**config.mk**
```make
export PLATFORM = sky130hd
export DESIGN_NAME = dsp_mul_arbiter_flat
export DESIGN_NICKNAME = d
export VERILOG_FILES = /design/src/rtl/dsp_mul_arbiter_if.sv /design/src/rtl/dsp_mul_arbiter.sv /design/src/flat_wrapper.sv
export SDC_FILE = /design/constraint.sdc
export NUM_CORES = 1
export LEC_CHECK = 0
export ABC_AREA = 1
export BUFFER_PORTS_ARGS = -buffer_cell sky130_fd_sc_hd__buf_4
export CAP_MARGIN = 5
export CORE_AREA = 2 2 211 213
export CTS_BUF_LIST = sky130_fd_sc_hd__clkbuf_4 sky130_fd_sc_hd__clkbuf_8
export CTS_CLUSTER_DIAMETER = 150
export DETAILED_ROUTE_END_ITERATION = 10
export DIE_AREA = 0 0 213 215
export PLACE_DENSITY_LB_ADDON = 0.2
export SLEW_MARGIN = 20
export SYNTH_ARGS = -nofsm -noshare
export SYNTH_HDL_FRONTEND = slang
export SYNTH_SLANG_ARGS = --single-unit
```
**constraint.sdc**
```tcl
create_clock -name clk -period 3.1 [get_ports clk]
set_clock_uncertainty 0.05 [all_clocks]
set_input_delay 0.31 -clock clk [delete_from_list [all_inputs] [get_ports clk]]
set_output_delay 0.31 -clock clk [all_outputs]
set_load 0.03 [all_outputs]
```
**src/rtl/dsp_mul_arbiter_if.sv**
```systemverilog
// Requester-side bundle of the shared multiplier: operand handshake
// and the result return path.
interface dsp_mul_arbiter_if #(
    parameter int NUM_REQ = 4,
    parameter int DW      = 36
);
    logic [NUM_REQ-1:0]    req_valid;
    logic [NUM_REQ-1:0]    req_ready;
    logic [NUM_REQ*DW-1:0] req_a;
    logic [NUM_REQ*DW-1:0] req_b;
    logic [NUM_REQ-1:0]    rsp_valid;
    logic [2*DW-1:0]       rsp_y;

    modport master (
        output req_valid, req_a, req_b,
        input  req_ready, rsp_valid, rsp_y
    );

    modport slave (
        input  req_valid, req_a, req_b,
        output req_ready, rsp_valid, rsp_y
    );
endinterface

```
**src/rtl/dsp_mul_arbiter.sv**
```systemverilog
// Round-robin arbiter that shares one pipelined dsp multiplier between
// NUM_REQ requesters. A tag pipeline, matched to the multiplier depth,
// steers each product back to the requester that issued it.
module dsp_mul_arbiter #(
    parameter int NUM_REQ = 4,
    parameter int DW      = 36,
    parameter int LATENCY = 2
) (
    input  logic             clk,
    input  logic             rst,
    input  logic             en,
    dsp_mul_arbiter_if.slave bus,
    output logic [DW-1:0]    mul_a,
    output logic [DW-1:0]    mul_b,
    input  logic [2*DW-1:0]  mul_y,
    output logic             idle,
    output logic [15:0]      op_cnt
);
    localparam int PW = $clog2(NUM_REQ);
    localparam logic [PW-1:0] LAST = PW'(NUM_REQ - 1);

    logic [PW-1:0]      ptr;
    logic [NUM_REQ-1:0] grant;
    logic [PW-1:0]      grant_idx;
    logic               accept;
    logic [LATENCY:0]   tag_vld_p;
    logic [PW-1:0]      tag_idx_p [LATENCY+1];
    logic [NUM_REQ-1:0] rsp_valid_q;
    logic [2*DW-1:0]    rsp_y_q;

    // Index base+off, wrapped into 0..NUM_REQ-1.
    function automatic logic [PW-1:0] wrap_idx(input logic [PW-1:0] base, input int off);
        int sum;
        sum = int'(base) + off;
        if (sum >= NUM_REQ) sum = sum - NUM_REQ;
        return PW'(sum);
    endfunction

    // Scan from ptr upward; scanning backwards lets the nearest valid win.
    always_comb begin
        grant     = '0;
        grant_idx = '0;
        if (en && rst) begin
            for (int k = NUM_REQ - 1; k >= 0; k--) begin
                if (bus.req_valid[wrap_idx(ptr, k)]) begin
                    grant_idx = wrap_idx(ptr, k);
                end
            end
            grant[grant_idx] = bus.req_valid[grant_idx];
        end
    end

    assign accept        = |grant;
    assign bus.req_ready = grant;
    assign bus.rsp_valid = rsp_valid_q;
    assign bus.rsp_y     = rsp_y_q;
    assign idle          = ~|tag_vld_p;

    // Issue stage: pointer advance, operand registers, tag valids, counter.
    always_ff @(posedge clk or negedge rst) begin
        if (!rst) begin
            ptr       <= '0;
            mul_a     <= '0;
            mul_b     <= '0;
            tag_vld_p <= '0;
            op_cnt    <= '0;
        end else begin
            tag_vld_p <= {tag_vld_p[LATENCY-1:0], accept};
            if (accept) begin
                ptr   <= (grant_idx == LAST) ? '0 : grant_idx + 1'b1;
                mul_a <= bus.req_a[int'(grant_idx)*DW +: DW];
                mul_b <= bus.req_b[int'(grant_idx)*DW +: DW];
                if (op_cnt != 16'hFFFF) op_cnt <= op_cnt + 16'd1;
            end
        end
    end

    // Requester index rides alongside the valid bits; only valid needs reset.
    always_ff @(posedge clk) begin
        tag_idx_p[0] <= grant_idx;
        for (int s = 1; s <= LATENCY; s++) begin
            tag_idx_p[s] <= tag_idx_p[s-1];
        end
    end

    // Response stage: capture the product and pulse the owner's valid bit.
    always_ff @(posedge clk or negedge rst) begin
        if (!rst) begin
            rsp_valid_q <= '0;
            rsp_y_q     <= '0;
        end else if (tag_vld_p[LATENCY]) begin
            rsp_valid_q <= NUM_REQ'(1) << tag_idx_p[LATENCY];
            rsp_y_q     <= mul_y;
        end else begin
            rsp_valid_q <= '0;
        end
    end
endmodule

```
**src/flat_wrapper.sv**
```systemverilog
// flat-port wrapper written by rule: the top's interface ports become plain ports
module dsp_mul_arbiter_flat 
#(
    parameter int NUM_REQ = 4,
    parameter int DW      = 36,
    parameter int LATENCY = 2
)
  (clk, rst, en, mul_a, mul_b, mul_y, idle, op_cnt, bus_req_valid, bus_req_a, bus_req_b, bus_req_ready, bus_rsp_valid, bus_rsp_y);
  dsp_mul_arbiter_if #(.NUM_REQ(NUM_REQ), .DW(DW)) bus_i ();
  input  logic clk;
  input  logic rst;
  input  logic en;
  output logic [DW-1:0] mul_a;
  output logic [DW-1:0] mul_b;
  input  logic [2*DW-1:0] mul_y;
  output logic idle;
  output logic [15:0] op_cnt;
  input wire logic [$bits(bus_i.req_valid)-1:0] bus_req_valid;
  input wire logic [$bits(bus_i.req_a)-1:0] bus_req_a;
  input wire logic [$bits(bus_i.req_b)-1:0] bus_req_b;
  output wire logic [$bits(bus_i.req_ready)-1:0] bus_req_ready;
  output wire logic [$bits(bus_i.rsp_valid)-1:0] bus_rsp_valid;
  output wire logic [$bits(bus_i.rsp_y)-1:0] bus_rsp_y;
  assign bus_i.req_valid = bus_req_valid;
  assign bus_i.req_a = bus_req_a;
  assign bus_i.req_b = bus_req_b;
  assign bus_req_ready = bus_i.req_ready;
  assign bus_rsp_valid = bus_i.rsp_valid;
  assign bus_rsp_y = bus_i.rsp_y;
  dsp_mul_arbiter #(.NUM_REQ(NUM_REQ), .DW(DW), .LATENCY(LATENCY)) u_core (.clk(clk), .rst(rst), .en(en), .bus(bus_i), .mul_a(mul_a), .mul_b(mul_b), .mul_y(mul_y), .idle(idle), .op_cnt(op_cnt));
endmodule
```
==> summary.txt <==
Placement
  – Placed Cells: 2722
  – IO Port Bufs: 535
  – Placed Area: 15400 um^2
  – Post-Place Setup Slack: 0.603 ns
  – Post-DP HPWL: 33.3 mm
  – RePlAce Congestion: 0.900

Clock network
  – Root Driver: clkbuf_8
  – Clk Latency, worst-skew pair: 0.50 ns
  – CTS Buf Count: 17
  – CTS H-tree lvls: 4
  – CTS Sinks: 175
  – CTS tree: built
  – CTS clk-pin slew, worst paths: 0.10 ns
  – Post-CTS Setup Repair Bufs: 0
  – Max clock buf depth: 2

Timing
  – Final min period: 2.81 ns
  – Max Freq: 0.355 GHz
  – Crit path setup slack, layout: 0.287 ns
  – RSZ-0062 raised after global routing: no
  – Slew Viols, Final: 0
  – Setup TNS: 0 ns
  – Setup Viol. Count Final: 0
  – Final worst-path cycle share: 0.907
  – Final hold violations: 0
  – Worst Tran Pin Value: 0.858 ns
  – Relative slew slack: 0.428

Synth
  – Synthesized cell area: 11000 um^2
  – Synthesized Nets: 2052
  – Post-Syn Area per Cell: 6.53 um^2
  – Largest cells by area after synthesis: dfrtp_1 (38%), nand2_1 (24%), inv_1 (11%)
  – Post-synth cell types: 27
  – Synth area leader: dfrtp_1
  – Sequential area share after synthesis: 0.395
  – Synth top area share: 0.384
  – Flops & latches, synth: 175
  – Yosys warns: 0
  – Synth Instances: 1684

Finish
  – Area delta synth->final: 50.4%
  – Most common cell after layout, fill and taps aside: nand2_1
  – Commonest cells after routing, fill and taps aside: nand2_1 (696), buf_4 (552), inv_1 (321), dfrtp_1 (167), nand3_1 (156)
  – Design area: 16500 um^2
  – Share of layout cells above drive strength 1: 0.273
  – Non-Filler Instances: 2829
  – Nets: 2590

Worst setup path
  – Crit. End Element: output pin
  – CP Launch Point: u_core.ptr[0]
  – Kind of critical path: flop to output pin
  – Critical Path AT: 2.45 ns
  – Peak fanout along the critical path: 32
  – R2r worst-path depth: 11
  – Startpoint types: flop
  – RR Startpoint: u_core.ptr[0]
  – WP data required: 2.74 ns

Floorplanning
  – Width of the chip: 213 um
  – Rows: 77
  – Core box area: 43600 um^2
  – Starting Density: 0.252
  – Die ar.: 45800 um^2
  – # IOs: 536
  – Die H: 215 um

Hold path
  – Worst Hold Class: primary input to flop
  – Hold path startpoint: bus_req_b[18]
  – Hold Path Cell Cnt: 7

Global route
  – Largest net degree at the start of global routing: 75
  – Grt total ovfl: 0
  – Total Routing Usage GR: 0.192
  – Vias in the first global route: 12500
  – First-pass GRT wire length: 68.4 mm
  – Initial antenna violation count: 3

Route
  – Drt via density: 4.44
  – Vias after detailed routing: 12600
  – DR pass1 iterations: 5
  – Avg WL per Cell: 15.9 um
  – DRT iter0 DRCs: 842
  – Final WL: 45.1 mm
  – Post-route ant nets: 0
  – Residual DRC count: 0

Power
  – Leak Pwr: 9.62 nW
  – PwrDens: 870 nW/um^2
  – Maximum vdd ir drop: 0.978 mV

Status
  – Run status: complete, no violations

Run
  – Max cap viols: 0
[state kept, by name (all words and copies together) (netlist names)]
register / cells
u_core.tag_vld_p: 3
u_core.bus.rsp_y: 72
u_core.mul_b: 36
u_core.tag_idx_p: 6
u_core.ptr: 2
u_core.mul_a: 36
u_core.bus.rsp_valid: 4
u_core.op_cnt: 16
[what timing repair did]
| action | CTS | global route |
|---|---|---|
| setup endpoints to repair | 0 | 3 |
| endpoints found under the hold margin | 119 | 0 |
| resized for setup | 0 | 3 |
| hold buffers | 73 | 0 |
[report_power, final]
group | internal [mW] | switching [mW] | leakage (nW)
Clock | 0.671 | 0.968 | 0.187
Sequential | 3.22 | 0.612 | 2.16
Combinational | 2.90 | 6.03 | 7.27
[final cells by class]
type / instances / area [um^2]
Timing Repair Buffer: 634 / 5040
Antenna cell: 2 / 5.00
Fill cell: 4656 / 27100
Tap cell: 592 / 741
Clock buffer: 18 / 241
Sequential cell: 175 / 4350
Multi-Input combinational cell: 1068 / 4790
Inverter: 326 / 1230
Clock inverter: 14 / 151
[per-layer routing]
metal,track usage,part of all wire
met1,0.231,0.42
met2,0.328,0.48
met3,0.0544,0.079
met4,0.0643,0.023
met5,0,0.00029
[cells in the mapped netlist]
cell and count:
nand2_1 697, nand3_1 157, nand4_1 146, o21ai_1 2
xnor2_1 6, nand2_2 2, ha_1 1, nor3_2 1
nor3_1 10, buf_6 13, o21ai_0 16, nor4_1 2
nand3_2 4, a21oi_1 2, nor2_2 1, buf_1 3
xor2_1 9, nor2_1 9, dfrtp_1 169, buf_2 40
inv_1 324, o21ai_4 1, clkbuf_1 34, inv_2 2
nand3b_1 2, dfxtp_1 6, buf_4 25
[critical path, cell delays in order, from the launching register on]
cell     delay [ns]
dfrtp_2        0.49
inv_2          0.15
nand2_1        0.08
nand3_1        0.09
nand2_1        0.07
inv_1          0.12
nand3_4        0.15
buf_4          0.29
a21oi_1        0.19
nand2_1        0.08
inv_1          0.07
buf_4          0.15
[per-stage QoR]
stage | hold slack [ns] | total power, mW | utilization
finish | 0.153 | 14.4 | 0.379
global route | 0.136 | 15.4 | 0.379
CTS | 0.0918 | 14.5 | 0.379
detailed placement | 0.265 | 12.7 | 0.353
global placement | 0.261 | 12.7 | 0.353
floorplan | -0.0356 | 9.51 | -
[logic make-up after synthesis]
family	count (synthesis)	synth area share
adders and majority gates	1	0.00114
buffers and inverters	441	0.172
DFF	175	0.395
xor gates and xnor gates	15	0.0119
AOI/OAI and AO/OA	21	0.0106
and+or+nand+nor	1031	0.409
[worst paths after layout]
kind	endpoint	slack, ns
setup reg to reg	u_core.op_cnt[10]	0.69
max in group asynchronous	u_core.mul_b[3]	1.17
setup / recovery	bus_req_ready[2]	0.29
min in group asynchronous	u_core.mul_a[23]	0.50
hold reg to reg	u_core.tag_idx_p[0][4]	0.29
hold / removal	u_core.mul_b[18]	0.15
Power figures use the tool's default switching activity.
